[src/rtl/matrix_key_scan.sv]
// Matrix keypad scanner with debounce, row scan, hold/release tracking and
// optional auto-repeat.
//
// Optional feature macro: KEY_REPEAT_EN (auto-repeat of key_vld while held).
//
// Ports:
//   clk       system clock
//   rst       synchronous active-high reset
//   key_col   column sense lines, active-low, asynchronous to clk
//   key_row   row drive, active-low
//   key_num   code of the last pressed key (row*COLS + col), held until next press
//   key_vld   one-cycle pulse, key_num valid
//   key_rel   one-cycle pulse on debounced release of the reported key
//   key_busy  high whenever the scanner is not idle
module matrix_key_scan #(
  parameter int unsigned ROWS          = 4,
  parameter int unsigned COLS          = 4,
  parameter int unsigned TIME_DEBOUNCE = 1000000,
  parameter int unsigned TIME_SCAN     = 50000,
  parameter int unsigned TIME_REP_DLY  = 25000000,
  parameter int unsigned TIME_REP_RATE = 5000000,
  localparam int unsigned NUM_W        = $clog2(ROWS * COLS)
) (
  input  logic             clk,
  input  logic             rst,
  input  logic [COLS-1:0]  key_col,
  output logic [ROWS-1:0]  key_row,
  output logic [NUM_W-1:0] key_num,
  output logic             key_vld,
  output logic             key_rel,
  output logic             key_busy
);

  localparam int unsigned ROW_W    = $clog2(ROWS);
  localparam int unsigned COL_W    = $clog2(COLS);
  localparam int unsigned SCAN_LEN = TIME_SCAN + 2;
  localparam int unsigned CNT_MAX  = (TIME_DEBOUNCE > SCAN_LEN) ? TIME_DEBOUNCE : SCAN_LEN;
  localparam int unsigned CNT_W    = $clog2(CNT_MAX);

  localparam logic [CNT_W-1:0] DEB_LAST  = CNT_W'(TIME_DEBOUNCE - 1);
  localparam logic [CNT_W-1:0] SCAN_LAST = CNT_W'(SCAN_LEN - 1);
  localparam logic [ROW_W-1:0] ROW_LAST  = ROW_W'(ROWS - 1);

  typedef enum logic [2:0] {
    StIdle,
    StDebounce,
    StScan,
    StHold,
    StRelease
  } state_e;

  state_e             state_q, state_d;
  logic [COLS-1:0]    col_meta_q, col_s_q;
  logic [CNT_W-1:0]   cnt_q, cnt_d;
  logic [ROW_W-1:0]   row_q, row_d;
  logic [COL_W-1:0]   col_q, col_d;
  logic [NUM_W-1:0]   num_q, num_d;
  logic               vld_q, vld_d;
  logic               rel_q, rel_d;
  logic               col_idle;
  logic [COL_W-1:0]   hit_col;

`ifdef KEY_REPEAT_EN
  localparam int unsigned REP_MAX = (TIME_REP_DLY > TIME_REP_RATE) ? TIME_REP_DLY : TIME_REP_RATE;
  localparam int unsigned REP_W   = (REP_MAX > 1) ? $clog2(REP_MAX) : 1;
  localparam logic [REP_W-1:0] DLY_LAST  = REP_W'(TIME_REP_DLY - 1);
  localparam logic [REP_W-1:0] RATE_LAST = REP_W'(TIME_REP_RATE - 1);

  logic [REP_W-1:0] rep_cnt_q, rep_cnt_d;
  logic             rep_first_q, rep_first_d;
`endif

  assign col_idle = &col_s_q;

  // Lowest-index low column wins.
  always_comb begin
    hit_col = '0;
    for (int i = COLS - 1; i >= 0; i--) begin
      if (!col_s_q[i]) hit_col = COL_W'(i);
    end
  end

  always_comb begin
    key_row = '0;
    if (state_q == StScan || state_q == StHold || state_q == StRelease) begin
      key_row = ~(ROWS'(1) << row_q);
    end
  end

  always_comb begin
    state_d = state_q;
    cnt_d   = cnt_q;
    row_d   = row_q;
    col_d   = col_q;
    num_d   = num_q;
    vld_d   = 1'b0;
    rel_d   = 1'b0;
`ifdef KEY_REPEAT_EN
    rep_cnt_d   = rep_cnt_q;
    rep_first_d = rep_first_q;
`endif
    case (state_q)
      StIdle: begin
        if (!col_idle) begin
          state_d = StDebounce;
          cnt_d   = '0;
        end
      end
      StDebounce: begin
        if (col_idle) begin
          state_d = StIdle;
        end else if (cnt_q == DEB_LAST) begin
          state_d = StScan;
          cnt_d   = '0;
          row_d   = '0;
        end else begin
          cnt_d = cnt_q + CNT_W'(1);
        end
      end
      StScan: begin
        // Columns are sampled only on the last cycle of each row, after the
        // row drive has settled and crossed the synchronizer.
        if (cnt_q == SCAN_LAST) begin
          cnt_d = '0;
          if (!col_idle) begin
            state_d = StHold;
            col_d   = hit_col;
            num_d   = NUM_W'(int'(row_q) * int'(COLS) + int'(hit_col));
            vld_d   = 1'b1;
`ifdef KEY_REPEAT_EN
            rep_cnt_d   = '0;
            rep_first_d = 1'b1;
`endif
          end else if (row_q == ROW_LAST) begin
            state_d = StIdle;
          end else begin
            row_d = row_q + ROW_W'(1);
          end
        end else begin
          cnt_d = cnt_q + CNT_W'(1);
        end
      end
      StHold: begin
        if (col_s_q[col_q]) begin
          state_d = StRelease;
          cnt_d   = '0;
        end else begin
`ifdef KEY_REPEAT_EN
          if (rep_first_q ? (rep_cnt_q == DLY_LAST) : (rep_cnt_q == RATE_LAST)) begin
            vld_d       = 1'b1;
            rep_cnt_d   = '0;
            rep_first_d = 1'b0;
          end else begin
            rep_cnt_d = rep_cnt_q + REP_W'(1);
          end
`endif
        end
      end
      StRelease: begin
        if (!col_s_q[col_q]) begin
          state_d = StHold;
        end else if (cnt_q == DEB_LAST) begin
          state_d = StIdle;
          rel_d   = 1'b1;
        end else begin
          cnt_d = cnt_q + CNT_W'(1);
        end
      end
      default: state_d = StIdle;
    endcase
  end

  always_ff @(posedge clk) begin
    if (rst) begin
      state_q    <= StIdle;
      col_meta_q <= '1;
      col_s_q    <= '1;
      cnt_q      <= '0;
      row_q      <= '0;
      col_q      <= '0;
      num_q      <= '0;
      vld_q      <= 1'b0;
      rel_q      <= 1'b0;
`ifdef KEY_REPEAT_EN
      rep_cnt_q   <= '0;
      rep_first_q <= 1'b1;
`endif
    end else begin
      state_q    <= state_d;
      col_meta_q <= key_col;
      col_s_q    <= col_meta_q;
      cnt_q      <= cnt_d;
      row_q      <= row_d;
      col_q      <= col_d;
      num_q      <= num_d;
      vld_q      <= vld_d;
      rel_q      <= rel_d;
`ifdef KEY_REPEAT_EN
      rep_cnt_q   <= rep_cnt_d;
      rep_first_q <= rep_first_d;
`endif
    end
  end

  assign key_num  = num_q;
  assign key_vld  = vld_q;
  assign key_rel  = rel_q;
  assign key_busy = (state_q != StIdle);

endmodule
[config.mk]
export PLATFORM = sky130hd
export DESIGN_NAME = matrix_key_scan
export DESIGN_NICKNAME = d
export VERILOG_FILES = /design/src/rtl/matrix_key_scan.sv
export SDC_FILE = /design/constraint.sdc
export NUM_CORES = 1
export LEC_CHECK = 0
export ABC_AREA = 0
export CORE_UTILIZATION = 40
export CTS_CLUSTER_SIZE = 24
export DETAILED_ROUTE_END_ITERATION = 7
export GPL_ROUTABILITY_DRIVEN = 1
export HOLD_SLACK_MARGIN = 0.02
export PLACE_DENSITY_LB_ADDON = 0.15
export SLEW_MARGIN = 10
export SYNTH_ARGS = -nofsm -noshare
export SYNTH_HDL_FRONTEND = slang
export SYNTH_SLANG_ARGS = --single-unit
[constraint.sdc]
create_clock -name clk -period 2.7 [get_ports clk]
set_clock_uncertainty 0.1 [all_clocks]
set_input_delay 0.54 -clock clk [delete_from_list [all_inputs] [get_ports clk]]
set_output_delay 0.54 -clock clk [all_outputs]
set_load 0.01 [all_outputs]
Word level (Yosys, flattened, before mapping)
Cells that the tools add are included.
{"block": "classes", "n_lt_le_gt_ge": 1, "add_sub_neg": 3, "n_shift": 1, "n_mux": 33, "n_div": 0, "multipliers": 0, "reduce_logical": 13, "bitwise": 6, "n_eq_ne": 19}
{"cell": "two-way mux 20 bit", "n": 7}
{"cell": "one-hot mux 20 bit (5 select lines)", "n": 1}
{"cell": "two-way mux 3 bit", "n": 9}
{"cell": "adder 20 x 1 -> 20 bit (second input constant)", "n": 1}
{"cell": "== test 20 x 16 -> 1 bit (second input constant)", "n": 1}
{"cell": "== test 20 bit (second input constant)", "n": 1}
{"cell": "two-way mux 2 bit", "n": 9}
{"cell": "AND reduction 6 bit", "n": 3}
{"cell": "one-hot mux 3 bit (5 select lines)", "n": 1}
{"cell": "inequality test 2 bit (second input constant)", "n": 6}
{"cell": "== test 3 x 2 -> 1 bit (second input constant)", "n": 2}
{"cell": "inequality test 2 x 1 -> 1 bit (second input constant)", "n": 3}
{"cell": "inequality test 3 bit (second input constant)", "n": 2}
{"cell": "OR reduction 3 bit", "n": 2}
{"cell": "NOT 1 bit", "n": 5}
{"cell": "nonzero test 5 bit", "n": 1}
{"cell": "adder 4 x 2 -> 4 bit", "n": 1}
{"cell": "two-way mux 4 bit", "n": 1}
{"cell": "NOT 4 bit", "n": 1}
{"cell": "one-hot mux 2 bit (2 select lines)", "n": 1}
{"cell": "AND reduction 4 bit", "n": 1}
{"cell": "<< shifter 1 x 2 -> 4 bit (first input constant)", "n": 1}
{"cell": "== test 3 x 1 -> 1 bit (second input constant)", "n": 1}
{"cell": "== test 3 bit (second input constant)", "n": 1}
{"cell": "other kinds (11)", "n": 14}
{"block": "totals", "inputBits": 6, "latchBits": 0, "mem_bits_ro": 0, "regBits": 41, "mem_count": 0, "ramBits": 0, "output_inout_bits": 11}

Depth between registers and ports, before layout
{"block": "depth", "depth_word": 5, "depth_mapped": 9}

Worst setup path after synthesis
Ideal clock, no wire load.
{"block": "synth_timing", "path_type": "register to register", "start": "register cnt_q[0]", "end": "register cnt_q[18]", "t_arrival_ns": 2.086, "required_time_ns": 2.505, "setup_time_ns": 0.095, "path_buffers": 0, "stages_incl_launch_ff": 8, "slack_ns": 0.419, "period_less_slack_ns": 2.281, "path_cell_list": "dfxtp_1 ha_1 and3_1 and4_1 a211oi_1 o21ai_4 or4b_1 o311ai_1"}
{"block": "synth_between", "elab_chain_len": 4, "word_cells_on_any_way": 11}
{"item": "from (decl)", "line_no": "54", "text": "logic [CNT_W-1:0] cnt_q, cnt_d;"}
{"item": "from (signal assigned)", "line_no": "192", "text": "cnt_q <= cnt_d;"}
{"item": "adder 20 x 1 -> 20 bit / == test 20 bit (equally long branches)"}
{"item": "two-way mux 20 bit, on equally long branches", "line_no": "162, 112"}
{"item": "two-way mux 20 bit, on equally long branches", "line_no": "160, 110"}
{"item": "one-hot mux 20 bit (5 select lines)", "line_no": "102", "text": "case (state_q)"}
Parallel ways exist; a longest one is shown, timed or not. The select of a mux whose other input is x is not followed.
A chain may end at the register's enable or synchronous reset.

Worst setup path in the final report
Ends and elaborated chain as after synthesis.

==> run metrics <==
Layout Cells excl Fill=331; DIE HEIGHT=~74 um; Initial Utilization=0.426; PortBufs=16; syn_nets=approximately 250; Initial DRC Count=about 110; Ports=17; element type at the critical path start=flop; Setup Buffers After CTS=0; VDD IR max=0.379 mV; chip width=roughly 74 um; largest family of logic cells by synthesized area=simple AND/OR/NAND/NOR gates; post-synthesis adder-cell area fraction=0.0364; Design Power=1.56 mW; GRT overflow=0; RSZ-0062 raised after global routing=no; Worst R2R Path Depth=7; FF+latch count, synth=39; Fillers=approximately 490; mux cell area share after synthesis=0.0303; CTS clk-pin slew, worst paths=0.08 ns; post-route clock period utilization=0.929; leakage power=0.859 nW; Final Net Count=about 280; hold path start=col_meta_q[3]; Hold Crit Endpoint=col_s_q[3]; top cells by area, synth=dfxtp_1 (38%), nor2_1 (6.0%), ha_1 (3.6%); R2R Path End=cnt_q[18]; total power per unit cell area=between 600 and 700 mW/mm2; Fin. Hold Viols=0; Longest Clk Path Bufs=2; synth warn=0; core outline area=0.00485 mm2; Worst-Margin Slew=0.562 ns; Avg Cell Area, Syn=8.57 um2; Routed Antenna Nets=0; top cell type's share of synthesized area=0.378; Pre-Repair DR Iteration Count=4; # rows=25; mapped cell area=0.00206 mm2; CTS tree=yes; Final Worst Setup Slack=0.192 ns; dpl ws=~0.23 ns; reg2reg setup slack=0.19 ns; total track usage=0.187; Area Growth Syn to Fin=17.0%; Max H-tree Level=2; worst-path maximum fanout=10; final WL=4.52 mm; share of cells above drive strength 1=0.133; initial antenna violation count=0; Worst Path Required=2.79 ns; final setup TNS=0 ns; placed insts=around 320; simple-gate area share of the yosys netlist=0.335; Hold Crit Class=reg2reg; vias in the first global route=1612; Max-slew headroom=0.624; WS Path Type=reg2reg; top-count cell post-synth=dfxtp_1; status=finished, final reports clean; Post-Synthesis Cells=241; final slew viol count=0; prevailing post-synth register cell=dfxtp_1; sequential-to-total area share from yosys stat=0.378; xor/xnor share of the synthesized area=0.0424; commonest cells in the netlist=dfxtp_1 (39), nor2_1 (33), nand2_1 (20), a21oi_1 (11); Max Cap Violations=0; post-synth cell types=50; RD Place Congestion=0.860; fmax=399 MHz; post-DR wirelength/cell=13.7 um; post-synthesis async set-or-reset flop share=0; worst r2r src=cnt_q[0]; via/cell ratio=5.45; CTS root buffer=clkbuf_8; clock sinks=39; WP data arrival=2.60 ns; Detail Placement HPWL=3.31 mm; DRC=0; Die ar.=between 0.005 and 0.006 mm2; global-route wire length before repair=7.82 mm; # setup viols final=0; largest net degree at the start of global routing=22; hold path depth=1; clock period minus worst slack=2.51 ns; Worst-Skew Late Latency=0.29 ns; hold_buf cts=0; compound-cell area share of the yosys netlist=0.150; critical path endpoint category=flop; ANT cells=0; post-synth top area cell=dfxtp_1; vias=1804; EDFF count, synth=0; TritonCTS buffer count=5
-- logic make-up (layout without fill, tap and decap cells) --
group / Yosys count / count (layout)
AND/OR/NAND/NOR: 126 / 126
AO/OA/AOI/OAI: 41 / 41
flip-flops: 39 / 39
buffers and inverters: 14 / 37
XOR/XNOR: 10 / 10
adder cells (fa/ha/maj): 6 / 6
multiplexers: 5 / 5
-- placed cells by master (no fill, tap or decap), types with 2 or more instances in the layout --
cell,count
or3_1,4
nor2b_1,3
ha_1,6
a211oi_1,3
a31o_2,2
nand2b_1,2
nand2_1,20
and3_1,7
xor2_1,6
or2_2,10
nor3_1,5
nand4_1,7
buf_4,7
a21oi_1,11
o21a_1,2
and4_1,4
o21ai_0,7
nand3_1,10
or4b_1,2
clkinvlp_4,2
xnor2_1,4
o32ai_1,2
inv_1,6
nor2_1,33
and2_1,3
dfxtp_1,38
nor3b_1,4
a32o_1,3
clkbuf_8,5
nor4b_1,4
clkdlybuf4s50_1,16
mux2i_1,4
-- worst max-delay path by stage --
stage               startpoint         end  slack [ns]  cells after the start
finish                cnt_q[0]   cnt_q[18]        0.19                      7
global route          cnt_q[0]   cnt_q[18]       0.009                      7
CTS                 state_q[2]  key_row[1]        0.15                      4
detailed placement    cnt_q[0]   cnt_q[18]        0.23                      7
global placement      cnt_q[0]   cnt_q[18]        0.29                      7
floorplan             cnt_q[0]   cnt_q[18]        0.42                      7
-- critical path, cell delays in order, from the launching register on --
cell	delay, ns
dfxtp_1	0.35
ha_1	0.22
and3_1	0.24
and4_1	0.24
a211oi_1	0.49
o21ai_4	0.16
or4b_1	0.51
o311ai_1	0.10
-- where the power goes --
part / switching [mW] / internal, mW
clock network: 0.207 / 0.180
logic: 0.302 / 0.226
registers: 0.0394 / 0.605
-- flip-flops by register name, summed over array words and instances (netlist names) --
register	flops
key_rel	1
cnt_q	20
col_s_q	4
state_q	3
col_q	1
col_meta_q	4
row_q	2
key_vld	1
key_num	3
-- metrics by stage --
step	area [um2]	hold slack [ns]	utilization
2_1_floorplan	2060	0.289	-
3_3_place_gp	2330	0.293	0.480
3_5_place_dp	2330	0.295	0.480
4_1_cts	2410	0.314	0.498
5_1_grt	2420	0.322	0.498
6_report	2420	0.311	0.498
-- final cells by class --
cell class,instances,area [um2],area share
clock buffers,5,68.8,0.0285
clock inverters,3,20.0,0.00829
repair buffers,23,213,0.0880
flip-flops and latches,39,782,0.324
inverters,6,22.5,0.00932
well taps,67,83.8,0.0347
multi-input cells,188,1230,0.508
-- layer usage --
metal	share of wire	vias to the layer above	global-route usage
met5	0	-	0
met4	0.016	0	0.0684
met3	0.042	8	0.0370
met2	0.42	45	0.276
met1	0.52	834	0.266
li1	-	917	-
-- what timing repair did --
item / in CTS / in global routing
resized for setup: 0 / 1
hold endpoints to repair: 0 / 0
setup endpoints to repair: 0 / 1
Note: power is estimated with default switching activity, not from simulation.
